<file path="src/rtl/jtag_b2p_pkg.sv">
// Shared framing constants and decoder state for the JTAG master
// bytes<->packets path (encoder and decoder).
package jtag_b2p_pkg;

  localparam logic [7:0] SOP_CHAR  = 8'h7A;
  localparam logic [7:0] EOP_CHAR  = 8'h7B;
  localparam logic [7:0] CHAN_CHAR = 8'h7C;
  localparam logic [7:0] ESC_CHAR  = 8'h7D;
  localparam logic [7:0] ESC_XOR   = 8'h20;

  typedef enum logic [1:0] {
    NORMAL   = 2'd0,
    ESC      = 2'd1,
    CHAN     = 2'd2,
    CHAN_ESC = 2'd3
  } b2p_state_t;

endpackage

</file>
<file path="src/rtl/jtag_b2p_out_stage.sv">
// Registered Avalon-ST output stage for the b2p decoder.
// Holds all outputs stable while stalled.
module jtag_b2p_out_stage
  import jtag_b2p_pkg::*;
#(
  parameter int CHANNEL_WIDTH = 8
) (
  input  logic                     clk,
  input  logic                     rst,
  input  logic                     load,
  input  logic [7:0]               data,
  input  logic                     sop,
  input  logic                     eop,
  input  logic [CHANNEL_WIDTH-1:0] channel,
  input  logic                     out_ready,
  output logic                     out_valid,
  output logic [7:0]               out_data,
  output logic                     out_startofpacket,
  output logic                     out_endofpacket,
  output logic [CHANNEL_WIDTH-1:0] out_channel
);

  // load a new beat, or retire the current one once taken
  always_ff @(posedge clk or posedge rst) begin
    if (rst) begin
      out_valid         <= 1'b0;
      out_data          <= '0;
      out_startofpacket <= 1'b0;
      out_endofpacket   <= 1'b0;
      out_channel       <= '0;
    end else if (load) begin
      out_valid         <= 1'b1;
      out_data          <= data;
      out_startofpacket <= sop;
      out_endofpacket   <= eop;
      out_channel       <= channel;
    end else if (out_ready) begin
      out_valid         <= 1'b0;
    end
  end

endmodule

</file>
<file path="src/rtl/jtag_master_b2p_decoder.sv">
// Bytes-to-packets decoder: strips SOP/EOP/CHANNEL/ESCAPE framing.
// Channel decoding is enabled by defining B2P_CHANNEL_DECODE_EN.
module jtag_master_b2p_decoder
  import jtag_b2p_pkg::*;
#(
  parameter int CHANNEL_WIDTH = 8
) (
  input  logic                     clk,
  input  logic                     reset,
  output logic                     in_ready,
  input  logic                     in_valid,
  input  logic [7:0]               in_data,
  input  logic                     out_ready,
  output logic                     out_valid,
  output logic [7:0]               out_data,
  output logic                     out_startofpacket,
  output logic                     out_endofpacket,
  output logic [CHANNEL_WIDTH-1:0] out_channel
);

  b2p_state_t state, state_nxt;
  logic       pend_sop, pend_eop;
  logic       set_sop, set_eop;
  logic       emit, accept;
  logic [7:0] dec;
  logic       chan_ld;
  logic [CHANNEL_WIDTH-1:0] chan_out;

  assign in_ready = !out_valid || out_ready;
  assign accept   = in_valid && in_ready;

  // decode one accepted byte against the current framing state
  always_comb begin
    state_nxt = state;
    set_sop   = 1'b0;
    set_eop   = 1'b0;
    emit      = 1'b0;
    chan_ld   = 1'b0;
    dec       = in_data;
    unique case (state)
      NORMAL: begin
        unique case (1'b1)
          (in_data == SOP_CHAR):  set_sop   = 1'b1;
          (in_data == EOP_CHAR):  set_eop   = 1'b1;
          (in_data == CHAN_CHAR): state_nxt = CHAN;
          (in_data == ESC_CHAR):  state_nxt = ESC;
          default:                emit      = 1'b1;
        endcase
      end
      ESC: begin
        dec       = in_data ^ ESC_XOR;
        emit      = 1'b1;
        state_nxt = NORMAL;
      end
      CHAN: begin
        if (in_data == ESC_CHAR) begin
          state_nxt = CHAN_ESC;
        end else begin
          chan_ld   = 1'b1;
          state_nxt = NORMAL;
        end
      end
      CHAN_ESC: begin
        dec       = in_data ^ ESC_XOR;
        chan_ld   = 1'b1;
        state_nxt = NORMAL;
      end
    endcase
  end

  // framing state and pending packet flags
  always_ff @(posedge clk or posedge reset) begin
    if (reset) begin
      state    <= NORMAL;
      pend_sop <= 1'b0;
      pend_eop <= 1'b0;
    end else if (accept) begin
      state    <= state_nxt;
      pend_sop <= emit ? 1'b0 : (pend_sop | set_sop);
      pend_eop <= emit ? 1'b0 : (pend_eop | set_eop);
    end
  end

`ifdef B2P_CHANNEL_DECODE_EN
  logic [CHANNEL_WIDTH-1:0] chan_reg;

  // channel register, sticky until the next CHANNEL marker
  always_ff @(posedge clk or posedge reset) begin
    if (reset) begin
      chan_reg <= '0;
    end else if (accept && chan_ld) begin
      chan_reg <= dec[CHANNEL_WIDTH-1:0];
    end
  end

  assign chan_out = chan_reg;
`else
  logic unused_chan;
  assign unused_chan = chan_ld;
  assign chan_out    = '0;
`endif

  jtag_b2p_out_stage #(
    .CHANNEL_WIDTH(CHANNEL_WIDTH)
  ) u_out_stage (
    .clk              (clk),
    .rst              (reset),
    .load             (accept && emit),
    .data             (dec),
    .sop              (pend_sop),
    .eop              (pend_eop),
    .channel          (chan_out),
    .out_ready        (out_ready),
    .out_valid        (out_valid),
    .out_data         (out_data),
    .out_startofpacket(out_startofpacket),
    .out_endofpacket  (out_endofpacket),
    .out_channel      (out_channel)
  );

endmodule
</file>
<file path="config.mk">
export PLATFORM = sky130hd
export DESIGN_NAME = jtag_master_b2p_decoder
export DESIGN_NICKNAME = d
export VERILOG_FILES = /design/src/rtl/jtag_b2p_pkg.sv /design/src/rtl/jtag_b2p_out_stage.sv /design/src/rtl/jtag_master_b2p_decoder.sv
export SDC_FILE = /design/constraint.sdc
export NUM_CORES = 1
export LEC_CHECK = 0
export ABC_AREA = 1
export BUFFER_PORTS_ARGS = -buffer_cell sky130_fd_sc_hd__buf_2
export CAP_MARGIN = 40
export CORE_UTILIZATION = 54
export CTS_CLUSTER_SIZE = 30
export DETAILED_ROUTE_END_ITERATION = 16
export PLACE_DENSITY_LB_ADDON = 0.15
export SYNTH_ARGS = -nofsm -noshare
export SYNTH_HDL_FRONTEND = slang
export SYNTH_HIERARCHICAL = 1
export SYNTH_SLANG_ARGS = --single-unit
</file>
<file path="constraint.sdc">
create_clock -name clk -period 2.19 [get_ports clk]
set_input_delay 0.5475 -clock clk [delete_from_list [all_inputs] [get_ports clk]]
set_output_delay 0.5475 -clock clk [all_outputs]
set_load 0.01 [all_outputs]
</file>
After elaboration in Yosys (flattened, before gate mapping)

Cells that the tools add are included.

Bitwise gates (word level): 3
Equal/unequal tests: 8
Multiplexer cells: 14
Reductions and logical operators: 9

Operators by type and width:

| kind               | count |
|---|---|
| $eq 8x7->1 const B | 4 |
| $mux 1             | 9 |
| $mux 6             | 1 |
| $pmux 2 s3         | 1 |
| $eq 2x2->1 const B | 2 |
| $pmux 2 s2         | 1 |
| $reduce_or 4->1    | 1 |
| $ne 3x3->1 const B | 1 |
| $eq 2x1->1 const B | 1 |
| $logic_and 1x1->1  | 2 |
| $logic_not 2->1    | 1 |
| $mux 2             | 1 |
| $or 1x1->1         | 2 |
| $pmux 1 s2         | 1 |
| $reduce_and 2->1   | 1 |
| $reduce_bool 2->1  | 1 |
| $reduce_or 2->1    | 1 |
| $logic_not 1->1    | 1 |
| $logic_or 1x1->1   | 1 |
| $not 1->1          | 1 |

Bits of input ports: 12
Output and inout bits: 20
Register bits: 15

Depth between registers and ports, before layout

Gate-level depths: netlist of run 1.

Word-level depth: 6
Gate-level depth with buffers: 12
Depth with buffers taken out: 10

Modules after synthesis

Netlist of run 1, hierarchy kept.

By module, submodules not included:

| module                  | cells each | sequential area each (µm²) | instances | area each (µm²) |
|---|---|---|---|---|
| jtag_b2p_out_stage      | 81         | 475.5                      | 1         | 752.0 |
| jtag_master_b2p_decoder | 49         | 100.1                      | 1         | 314.1 |

Worst setup path after synthesis of run 1

No wires, ideal clock.

Kind: input to register
Start point: input in_data[7]
End point: register u_out_stage/out_channel[4] (netlist name)
Stages on the path: 12
Data required time: 2.073 ns
Library setup time: 0.117 ns
Path slack: 0.555 ns
Arrival time: 1.519 ns
Cell sequence: inv_1 -> nand2_2 -> nor2_4 -> nand2_2 -> nand2_1 -> o21ai_1 -> and2_1 -> buf_6 -> inv_8 -> buf_8 -> nand2_1 -> nand2_1

RTL lines:

| what            | RTL line                      | source |
|---|---|---|
| start, declared | jtag_master_b2p_decoder.sv:12 | `input logic [7:0] in_data,` |

Worst setup path in the final report of run 1

Start point: register state[0]
End point: register u_out_stage.out_data[6]

Word-level cells in the longest chain between the ends: 3

RTL lines:

| what                                          | RTL line                       | source |
|---|---|---|
| start, declared                               | jtag_master_b2p_decoder.sv:21  | `b2p_state_t state, state_nxt;` |
| start signal, assigned                        | jtag_master_b2p_decoder.sv:78  | `state <= state_nxt;` |
| $eq 2x1->1 or $logic_not 2->1 (tied branches) | jtag_master_b2p_decoder.sv:40  | `unique case (state)` |
| $pmux 1 s2 *                                  | jtag_master_b2p_decoder.sv:40  |  |
| $logic_and 1x1->1 *                           | jtag_master_b2p_decoder.sv:108 | `.load (accept && emit),` |
| end signal, assigned                          | jtag_b2p_out_stage.sv:33       | `out_data <= data;` |
| end, declared                                 | jtag_b2p_out_stage.sv:17       | `output logic [7:0] out_data,` |

Mark *: on every way between the ends. The rest lies on a longest branch, timed or not.
A chain may end at the register's enable or synchronous reset.

==> results of run 1 <==
-- placed cells by master, fill, tap and decap left out --
| cell type | synthesis | routed |
|---|---|---|
| sky130_fd_sc_hd__a21oi_1 | 2 | 2 |
| sky130_fd_sc_hd__a21oi_2 | 1 | 1 |
| sky130_fd_sc_hd__and2_1 | 1 | 1 |
| sky130_fd_sc_hd__buf_2 | 0 | 31 |
| sky130_fd_sc_hd__buf_4 | 0 | 1 |
| sky130_fd_sc_hd__clkbuf_4 | 0 | 3 |
| sky130_fd_sc_hd__clkinv_2 | 0 | 1 |
| sky130_fd_sc_hd__conb_1 | 1 | 8 |
| sky130_fd_sc_hd__dfrtp_1 | 23 | 23 |
| sky130_fd_sc_hd__inv_1 | 9 | 9 |
| sky130_fd_sc_hd__inv_2 | 1 | 1 |
| sky130_fd_sc_hd__inv_8 | 1 | 1 |
| sky130_fd_sc_hd__nand2_1 | 66 | 66 |
| sky130_fd_sc_hd__nand2_2 | 6 | 6 |
| sky130_fd_sc_hd__nand3_1 | 1 | 1 |
| sky130_fd_sc_hd__nand4_1 | 2 | 2 |
| sky130_fd_sc_hd__nor2_1 | 7 | 7 |
| sky130_fd_sc_hd__nor2_2 | 1 | 1 |
| sky130_fd_sc_hd__nor2_4 | 1 | 1 |
| sky130_fd_sc_hd__o21a_1 | 1 | 1 |
| sky130_fd_sc_hd__o21ai_1 | 2 | 2 |
| sky130_fd_sc_hd__xor2_1 | 1 | 1 |
-- synth_stat cells --
cell type / count / area, µm²
sky130_fd_sc_hd__xor2_1: 1 / 8.76
sky130_fd_sc_hd__and2_1: 1 / 6.26
sky130_fd_sc_hd__nand2_1: 66 / 248
sky130_fd_sc_hd__nand2_2: 6 / 37.5
sky130_fd_sc_hd__o21ai_1: 2 / 10.0
sky130_fd_sc_hd__nand4_1: 2 / 12.5
sky130_fd_sc_hd__buf_6: 1 / 11.3
sky130_fd_sc_hd__o21a_1: 1 / 7.51
sky130_fd_sc_hd__buf_8: 1 / 15.0
sky130_fd_sc_hd__nor2_1: 7 / 26.3
sky130_fd_sc_hd__a21oi_1: 2 / 10.0
sky130_fd_sc_hd__a21oi_2: 1 / 8.76
sky130_fd_sc_hd__clkbuf_8: 1 / 13.8
sky130_fd_sc_hd__inv_8: 1 / 11.3
sky130_fd_sc_hd__inv_2: 1 / 3.75
sky130_fd_sc_hd__nand3_1: 1 / 5.00
sky130_fd_sc_hd__conb_1: 1 / 3.75
sky130_fd_sc_hd__nor2_2: 1 / 6.26
sky130_fd_sc_hd__nor2_4: 1 / 11.3
sky130_fd_sc_hd__inv_1: 9 / 33.8
sky130_fd_sc_hd__dfrtp_1: 23 / 576
-- cells by family after synthesis --
| group | count (synthesis) | share of synthesized area (%) |
|---|---|---|
| buffers and inverters | 14 | 8.33 |
| and+or+nand+nor | 85 | 33.1 |
| xor gates and xnor gates | 1 | 0.822 |
| AOI/OAI and AO/OA | 6 | 3.40 |
| other | 1 | 0.352 |
| DFF | 23 | 54.0 |
-- state kept, by name, summed over array words and instances, names as in the netlist --
register / count
pend_eop: 1
pend_sop: 1
state: 2
u_out_stage/out_channel: 8
u_out_stage/out_data: 8
u_out_stage/out_endofpacket: 1
u_out_stage/out_startofpacket: 1
u_out_stage/out_valid: 1
-- final cells by class --
| cell class | instances | area [µm²] | area share (%) |
|---|---|---|---|
| multi-input combinational | 100 | 428 | 33.6 |
| inverter | 11 | 48.8 | 3.83 |
| clock inverter | 1 | 5.00 | 0.393 |
| timing repair buffer | 32 | 163 | 12.8 |
| sequential | 23 | 576 | 45.2 |
| clock buffer | 3 | 22.5 | 1.77 |
| tap | 25 | 31.3 | 2.46 |
-- per-stage QoR --
step                      utilization, %  cells
after floorplan                        -    137
final                               71.4    195
after detailed placement            69.9    191
after global routing                71.4    195
after CTS                           71.4    195
after global placement              69.9    191
-- power groups by stage --
stage          clock network, mW  registers (mW)  logic [mW]
2_1_floorplan                  0           0.756       0.319
3_3_place_gp                   0           0.674       0.564
3_5_place_dp                   0           0.686       0.579
6_report                   0.192           0.678       0.577
5_1_grt                    0.213           0.698       0.659
4_1_cts                    0.195           0.677       0.580
-- worst register-to-register path: stages (launching register included) --
cell and delay, ns:
sky130_fd_sc_hd__dfrtp_1 0.46, sky130_fd_sc_hd__nor2_1 0.19, sky130_fd_sc_hd__nand2_1 0.08, sky130_fd_sc_hd__o21ai_1 0.20, sky130_fd_sc_hd__and2_1 0.46, sky130_fd_sc_hd__buf_4 0.25, sky130_fd_sc_hd__nand2_1 0.07, sky130_fd_sc_hd__nand2_1 0.07
-- per-layer routing --
| layer | part of all wire (%) | track usage, % |
|---|---|---|
| met3 | 3.8 | 5.49 |
| met5 | 0 | 0 |
| met4 | 2.3 | 14.1 |
| met2 | 50 | 35.8 |
| met1 | 44 | 23.5 |
-- path summary, 6_finish.rpt --
path | startpoint | end | cells past startpoint
max | state[0]$_DFFE_PP0P_ | u_out_stage/out_data[6]$_DFFE_PP0P_ | 7
min | reset | pend_eop$_DFFE_PP0P_ | 2
min reg2reg | u_out_stage/out_data[7]$_DFFE_PP0P_ | u_out_stage/out_data[7]$_DFFE_PP0P_ | 2
min in group clk | in_data[7] | u_out_stage/out_data[7]$_DFFE_PP0P_ | 3
max reg2reg | state[0]$_DFFE_PP0P_ | u_out_stage/out_data[6]$_DFFE_PP0P_ | 7
max in group asynchronous | reset | u_out_stage/out_data[1]$_DFFE_PP0P_ | 2
==> results.txt, run 1 <==
----------------------------------------------------
[Routing]
  Initial DRC count ... 17
  Count of unresolved DRC violations after routing ... 0
  Number of antenna-violating nets in the routed design ... 0
  Total via count after detailed routing ... 916
  Final routed wire length divided by cell count ... 10.0 µm
  Overall routed net length ... 1960 µm
  First-pass DRT Iterations ... 4
  Vias per Instance ... 4.70

[STA]
  Number of pins with negative max-slew slack in the final report ... 0
  Transition time at the pin with the least slew margin ... 0.711 ns
  Endpoints failing hold ... 0
  Number of endpoints failing setup at the final stage ... 0
  Summed negative setup slack over all endpoints ... 0 ns
  Highest Clock Rate ... 541 MHz
  Fin Clk Skew ... 0.00577 ns
  Tightest hold margin ... 0.0925 ns
  Minimum clock period ... 1.85 ns
  RSZ-0062 raised after global routing ... no
  Max-slew headroom at the worst pin ... 52.5%
  Ratio of final minimum period to clock period ... 84.4%
  Worst-case setup margin in the final layout ... 0.342 ns

[Setup path]
  Most repeated library cell on the critical path ... sky130_fd_sc_hd__nand2_1
  Nature of the critical path startpoint ... flip-flop
  WS Path Type ... flip-flop to flip-flop
  Worst EP required ... 2.45 ns
  Number of buffer and inverter stages on the critical path ... 1
  Sort of element at the end of the critical path ... flip-flop
  Standard cell with the maximum stage delay on the critical path ... sky130_fd_sc_hd__dfrtp_1
  Arrival @ worst endpoint ... 2.11 ns
  Family with the most delay on the worst path ... simple AND/OR/NAND/NOR gates
  Critical path's largest stage delay ... 0.46 ns
  List of cells traversed by the critical path ... nor2_1 > nand2_1 > o21ai_1 > and2_1 > buf_4 > nand2_1 > nand2_1
  Reg2reg setup slack ... 0.34 ns
  Crit Path Max Fanout ... 10

[Clocking]
  Hold buffer count at cts ... 0
  Count of H-tree levels built during CTS ... 1
  Total clock buffers created by CTS ... 3
  Buffers inserted by post-CTS timing repair ... 0
  Clock latency reported for the late side of the worst-skew pair ... 0.31 ns
  Number of clock sinks seen by CTS ... 23
  Clock-pin slew of the registers on the worst-case setup and hold paths ... 0.12 ns
  Number of buffers on the longest clock path ... 2
  CTS tree ... yes
  Post-cts sizing count ... 0
  Root Buffer Master ... sky130_fd_sc_hd__clkbuf_4

[Power]
  Switch Pwr ... 568 µW
  Part of the power in registers ... 46.9%
  Share of total power consumed by net switching ... 39.3%
  Peak supply drop ... 0.000813 V
  Clock power share ... 13.3%
  Sum of internal, switching and leakage power ... 1.45 mW
  Internal Power ... 878 µW
  PwrDens ... 1140 nW/µm²
  Combinational power share ... 39.9%
  Leak ... 0.754 nW

[Floorplan]
  Vert. Die Dim ... 46.4 µm
  Horizontal die dimension ... 46.4 µm
  Row Count ... 15
  I/O pins ... 32
  Core footprint ... 1780 µm²
  Initial cell density of the core ... 59.8%
  Die footprint ... 2160 µm²

[GRT]
  Initial antenna violation count ... 0
  Via count of the first global-routing pass ... 789
  Total congestion overflow after global routing ... 0
  Maximum number of pins on one net before global-route repair ... 20
  Wire length of the first global-routing pass ... 3140 µm
  Total global routing track utilization ... 21.4%

[Finish]
  Fill cell instance count of the final layout ... 147
  Cell area after layout ... 1270 µm²
  Total inserted antenna cells ... 0
  Number of nets in the finished design ... 183
  Area delta synth->final ... 19.5%
  Fraction of layout instances using a drive strength above 1 ... 27.6%

[Status]
  Status ... complete, no violations

[Synthesis]
  Post-synthesis area per instance ... 8.20 µm²
  Count of state elements after synthesis ... 23
  Count of warnings emitted by yosys ... 6
  Gate Count Post-Synth ... 130
  Sequential area share after synthesis ... 54.0%
  Cell Area, Synth ... 1070 µm²
  Count of cell types in the netlist ... 21

[Min path]
  Type of the tightest min-delay check ... input port to asynchronous set/reset pin

[Placed design]
  Final weighted congestion in routability-driven placement ... 0.883
  Half-perimeter wire length after placement ... 1490 µm
  Buffers on Ports ... 31
  Post-Place Worst Slack ... 0.139 ns
  Post-placement cell area ... 1250 µm²

[Run]
  Max-Cap Viols ... 0

----------------------------------------------------
No activity file was read; power rests on OpenSTA's default activity.
==> run 2: changes to the inputs <==
CORE_UTILIZATION = 50   (was 54)
clock period = 1.8 ns   (was 2.19 ns; I/O delays follow)
==> run 2 against run 1 <==
Worst hold slack worse by 0.074 ns. Final cell count is 2.1% higher. Register-to-register slack worse by 0.10 ns. Sequential share of layout area is 1.0 points lower. Combinational power is 27% higher. Die area is 7.7% higher. Fmax is 19% higher. Global-route usage is 1.7 points lower. Non-clock buffer count is 2 higher. Clock skew is 0.0028 ns higher. Final area is 2.3% higher. Critical path type unchanged.
==> results.txt, run 2 (synthesis gave the netlist of run 1 again) <==
----------------------------------------------------
[Clocking]
  Total clock buffers created by CTS ... 3
  Count of H-tree levels built during CTS ... 1
  Hold buffer count at cts ... 0
  Number of clock sinks seen by CTS ... 23
  Clock-pin slew of the registers on the worst-case setup and hold paths ... 0.11 ns
  Number of buffers on the longest clock path ... 2
  CTS tree ... yes
  Post-cts sizing count ... 0
  Root Buffer Master ... sky130_fd_sc_hd__clkbuf_4
  Buffers inserted by post-CTS timing repair ... 0
  Clock latency reported for the late side of the worst-skew pair ... 0.30 ns

[GRT]
  Maximum number of pins on one net before global-route repair ... 20
  GR met2 Demand/Resource ... 32.5%
  Initial antenna violation count ... 0
  Total congestion overflow after global routing ... 0
  Busiest metal layer after global routing ... met2
  Wire length of the first global-routing pass ... 3090 µm
  Via count of the first global-routing pass ... 768
  GR met1 Demand/Resource ... 25.4%
  Total global routing track utilization ... 19.7%
  Global routing met3 resource utilization ... 2.22%

[STA]
  Tightest hold margin ... 0.0181 ns
  RSZ-0062 raised after global routing ... no
  Number of pins with negative max-slew slack in the final report ... 0
  Summed negative setup slack over all endpoints ... 0 ns
  Endpoints failing hold ... 0
  Ratio of final minimum period to clock period ... 86.6%
  Fin Clk Skew ... 0.00861 ns
  Number of endpoints failing setup at the final stage ... 0
  Highest Clock Rate ... 642 MHz
  Minimum clock period ... 1.56 ns

[Setup path]
  Sort of element at the end of the critical path ... flip-flop
  Worst EP required ... 2.00 ns
  Critical path's largest stage delay ... 0.45 ns
  Nature of the critical path startpoint ... flip-flop
  Crit Path Max Fanout ... 19
  Arrival @ worst endpoint ... 1.76 ns
  Number of buffer and inverter stages on the critical path ... 2
  WS Path Type ... flip-flop to flip-flop
  Family with the most delay on the worst path ... simple AND/OR/NAND/NOR gates
  Standard cell with the maximum stage delay on the critical path ... sky130_fd_sc_hd__dfrtp_1
  List of cells traversed by the critical path ... nor2_1 > nand2_1 > o21ai_1 > and2_1 > buf_12 > inv_8 > nand2_1 > nand2_1
  Most repeated library cell on the critical path ... sky130_fd_sc_hd__nand2_1

[Routing]
  Final routed wire length divided by cell count ... 9.84 µm
  Vias per Instance ... 4.46
  Initial DRC count ... 11
  Number of antenna-violating nets in the routed design ... 0
  Count of unresolved DRC violations after routing ... 0
  First-pass DRT Iterations ... 3
  Overall routed net length ... 1960 µm
  Total via count after detailed routing ... 888

[Power]
  Peak supply drop ... 0.000844 V
  Leak ... 0.765 nW
  PwrDens ... 1370 nW/µm²

[Placed design]
  Final weighted congestion in routability-driven placement ... 0.863
  Buffers on Ports ... 31
  Half-perimeter wire length after placement ... 1560 µm

[Floorplan]
  Initial cell density of the core ... 53.8%
  Horizontal die dimension ... 48.2 µm
  Core footprint ... 1980 µm²
  I/O pins ... 32
  Row Count ... 16
  Vert. Die Dim ... 48.2 µm
  Die footprint ... 2320 µm²

[Run]
  Max-Cap Viols ... 0

[Finish]
  Total inserted antenna cells ... 0
  Fraction of layout instances using a drive strength above 1 ... 27.9%
  Most common cell after layout, fill and taps aside ... sky130_fd_sc_hd__nand2_1
  Fill cell instance count of the final layout ... 181
  Highest-count cells in the layout ignoring fill and taps ... 66 x sky130_fd_sc_hd__nand2_1, 31 x sky130_fd_sc_hd__buf_2, 23 x sky130_fd_sc_hd__dfrtp_1, 9 x sky130_fd_sc_hd__inv_1, 8 x sky130_fd_sc_hd__conb_1
  Number of nets in the finished design ... 185
  Regs by FF count ... u_out_stage/out_channel: 8 flops, u_out_stage/out_data: 8 flops, state: 2 flops
  Area delta synth->final ... 22.2%
  Util after Layout ... 65.7%

[Status]
  Status ... complete, no violations

[Min path]
  Type of the tightest min-delay check ... input port to asynchronous set/reset pin

----------------------------------------------------
## run 2: report_power, final
group / leakage, nW / internal, mW / switching, mW
combinational: 0.459 / 0.305 / 0.426
clock: 0.0150 / 0.0863 / 0.143
sequential: 0.291 / 0.709 / 0.114
## run 2: per-stage QoR
stage                     power (mW)  instances  worst slack (ns)  instance area [µm²]
after CTS                       1.81        199             0.249                 1300
after detailed placement        1.57        195            0.0937                 1280
after global placement          1.55        195             0.145                 1280
after global routing            1.95        199             0.132                 1300
after floorplan                 1.31        137             0.262                 1090
final                           1.78        199             0.242                 1300
## run 2: area by class of cell
cell class | instances | area (µm²) | area share (%)
Inverter | 11 | 48.8 | 3.75
Sequential cell | 23 | 576 | 44.2
Timing Repair Buffer | 34 | 190 | 14.6
Multi-Input combinational cell | 100 | 428 | 32.9
Tap cell | 27 | 33.8 | 2.59
Clock buffer | 4 | 26.3 | 2.02
## run 2: routing by layer
layer,vias to the layer above,part of all wire (%)
li1,469,-
met1,399,48
met2,18,49
met3,2,3.1
met4,0,0.61
met5,-,0
## run 2: final timing paths
path                                                     start                                       to  slack [ns]  cells after the start
setup / recovery                          state[0]$_DFFE_PP0P_  u_out_stage/out_endofpacket$_DFFE_PP0P_        0.24                      8
hold / removal                                           reset                     state[0]$_DFFE_PP0P_        0.02                      2
setup reg to reg                          state[0]$_DFFE_PP0P_  u_out_stage/out_endofpacket$_DFFE_PP0P_        0.24                      8
hold reg to reg            u_out_stage/out_data[6]$_DFFE_PP0P_      u_out_stage/out_data[6]$_DFFE_PP0P_        0.48                      2
max in group asynchronous                                reset  u_out_stage/out_endofpacket$_DFFE_PP0P_        1.44                      3
min in group clk                                    in_data[7]      u_out_stage/out_data[7]$_DFFE_PP0P_        0.37                      3
## run 2: worst register-to-register path, cell delays in order, from the launching register on
cell and delay [ns]:
sky130_fd_sc_hd__dfrtp_1 0.45, sky130_fd_sc_hd__nor2_1 0.19, sky130_fd_sc_hd__nand2_1 0.08, sky130_fd_sc_hd__o21ai_1 0.20
sky130_fd_sc_hd__and2_1 0.22, sky130_fd_sc_hd__buf_12 0.15, sky130_fd_sc_hd__inv_8 0.06, sky130_fd_sc_hd__nand2_1 0.07
sky130_fd_sc_hd__nand2_1 0.05
==> run 3: changes to the inputs <==
CORE_UTILIZATION = 54   (was 50)
TNS_END_PERCENT = 5   (was unset)
clock period = 1.9 ns   (was 1.8 ns; I/O delays follow)
==> run 3 against run 2 <==
Power shrank 7.2%. Non-clock buffer count shrank 1. Sequential power decreased by 5.6%. Fmax decreased by 7.1%. Routed wire length grew 0.51%. Clock-buffer cell count is the same. Worst setup slack got worse by 0.020 ns. First-iteration DRC count grew 55%. Critical path type unchanged.
==> results.txt, run 3 (synthesis gave the netlist of run 1 again) <==
----------------------------------------------------
[Status]
  Status ... complete, no violations

[Setup path]
  Reg2Reg Launch Point ... state[0]$_DFFE_PP0P_
  Critical register-to-register path endpoint ... u_out_stage/out_data[1]$_DFFE_PP0P_
  Arrival @ worst endpoint ... 1.93 ns
  Worst EP required ... 2.15 ns
  Crit Path Max Fanout ... 17
  Depth of the most critical reg-to-reg path ... 7
  WS Path Type ... flip-flop to flip-flop
  Sort of element at the end of the critical path ... flip-flop
  Reg2reg setup slack ... 0.22 ns
  Nature of the critical path startpoint ... flip-flop

[Routing]
  First-pass DRT Iterations ... 4
  Overall routed net length ... 1970 µm
  Final routed wire length divided by cell count ... 10.0 µm
  Initial DRC count ... 17
  Count of unresolved DRC violations after routing ... 0
  Vias per Instance ... 4.67
  Number of antenna-violating nets in the routed design ... 0
  Total via count after detailed routing ... 915

[Power]
  Share of total power consumed by net switching ... 38.5%
  PwrDens ... 1290 nW/µm²
  Combinational power share ... 40.1%
  Leak ... 0.756 nW
  Switch Pwr ... 638 µW
  Clock power share ... 13.0%
  Peak supply drop ... 0.000711 V
  Part of the power in registers ... 46.9%
  Sum of internal, switching and leakage power ... 1.66 mW
  Internal Power ... 1.02 mW

[Finish]
  Number of nets in the finished design ... 184
  Total inserted antenna cells ... 0
  Util after Layout ... 71.8%
  Fraction of layout instances using a drive strength above 1 ... 27.5%
  Cell Count, Final, Fillers Out ... 196
  Most common cell after layout, fill and taps aside ... sky130_fd_sc_hd__nand2_1
  Regs by FF count ... u_out_stage/out_channel: 8 flops, u_out_stage/out_data: 8 flops, state: 2 flops
  Area delta synth->final ... 20.1%
  Highest-count cells in the layout ignoring fill and taps ... 66 x sky130_fd_sc_hd__nand2_1, 31 x sky130_fd_sc_hd__buf_2, 23 x sky130_fd_sc_hd__dfrtp_1, 9 x sky130_fd_sc_hd__inv_1, 8 x sky130_fd_sc_hd__conb_1
  Cell area after layout ... 1280 µm²

[Clocking]
  Count of H-tree levels built during CTS ... 1
  Buffers inserted by post-CTS timing repair ... 0
  Hold buffer count at cts ... 0
  Clock latency reported for the late side of the worst-skew pair ... 0.30 ns
  Total clock buffers created by CTS ... 3
  Number of clock sinks seen by CTS ... 23
  CTS tree ... yes
  Number of buffers on the longest clock path ... 2
  Post-cts sizing count ... 0
  Root Buffer Master ... sky130_fd_sc_hd__clkbuf_4
  Clock-pin slew of the registers on the worst-case setup and hold paths ... 0.11 ns

[STA]
  Tightest hold margin ... 0.0303 ns
  RSZ-0062 raised after global routing ... no
  Number of pins with negative max-slew slack in the final report ... 0
  Fin Clk Skew ... 0.00267 ns
  Minimum clock period ... 1.68 ns
  Worst-case setup margin in the final layout ... 0.222 ns
  Number of endpoints failing setup at the final stage ... 0
  Highest Clock Rate ... 596 MHz
  Endpoints failing hold ... 0
  Ratio of final minimum period to clock period ... 88.3%
  Summed negative setup slack over all endpoints ... 0 ns

[Placed design]
  Buffers on Ports ... 31
  Half-perimeter wire length after placement ... 1460 µm
  Post-Place Worst Slack ... 0.0515 ns
  Placed Cells incl. Taps ... 192
  Final weighted congestion in routability-driven placement ... 0.863
  Post-placement cell area ... 1250 µm²

[Floorplan]
  Core footprint ... 1780 µm²
  I/O pins ... 32
  Initial cell density of the core ... 59.8%
  Row Count ... 15
  Die footprint ... 2160 µm²
  Vert. Die Dim ... 46.4 µm
  Horizontal die dimension ... 46.4 µm

[GRT]
  Initial antenna violation count ... 0
  Total congestion overflow after global routing ... 0
  Maximum number of pins on one net before global-route repair ... 20
  Wire length of the first global-routing pass ... 3130 µm
  Total global routing track utilization ... 21.5%
  Via count of the first global-routing pass ... 738

[Run]
  Max-Cap Viols ... 0

[Min path]
  Type of the tightest min-delay check ... input port to asynchronous set/reset pin

----------------------------------------------------
[run 3: critical path, cell delays in order (launching register included)]
cell and delay (ns):
sky130_fd_sc_hd__dfrtp_1 0.45, sky130_fd_sc_hd__nor2_1 0.17, sky130_fd_sc_hd__nand2_1 0.08, sky130_fd_sc_hd__o21ai_1 0.21, sky130_fd_sc_hd__and2_1 0.30, sky130_fd_sc_hd__buf_4 0.26
sky130_fd_sc_hd__nand2_1 0.08, sky130_fd_sc_hd__nand2_1 0.07
[run 3: area by class of cell]
type | instances | area, µm²
multi-input cells | 100 | 428
well taps | 25 | 31.3
clock buffers | 4 | 26.3
inverters | 11 | 48.8
flip-flops and latches | 23 | 576
repair buffers | 33 | 170
fillers | 160 | 503
[run 3: worst max path at each step]
stage	startpoint	end	slack, ns	depth (start not counted)
global placement	in_data[5]	u_out_stage/out_data[1]$_DFFE_PP0P_	0.12	10
detailed placement	in_data[0]	u_out_stage/out_data[1]$_DFFE_PP0P_	0.05	11
floorplan	in_data[7]	u_out_stage/out_channel[4]$_DFFE_PP0P_	0.34	12
CTS	state[0]$_DFFE_PP0P_	u_out_stage/out_data[1]$_DFFE_PP0P_	0.24	7
global route	state[0]$_DFFE_PP0P_	u_out_stage/out_data[3]$_DFFE_PP0P_	0.04	7
finish	state[0]$_DFFE_PP0P_	u_out_stage/out_data[1]$_DFFE_PP0P_	0.22	7
[run 3: layer usage]
layer / vias to the layer above / part of all wire (%) / track usage [%]
met5: - / 0 / 0
met4: 0 / 3.3 / 14.1
met1: 408 / 44 / 28.0
met3: 6 / 5.3 / 3.92
met2: 34 / 48 / 32.2
li1: 467 / - / -
[run 3: power groups by stage]
| stage | Sequential (mW) | Combinational, mW | Clock (mW) |
|---|---|---|---|
| after global routing | 0.800 | 0.758 | 0.245 |
| after floorplan | 0.871 | 0.367 | 0 |
| after detailed placement | 0.787 | 0.670 | 0 |
| final | 0.777 | 0.663 | 0.215 |
| after CTS | 0.778 | 0.673 | 0.225 |
| after global placement | 0.777 | 0.652 | 0 |
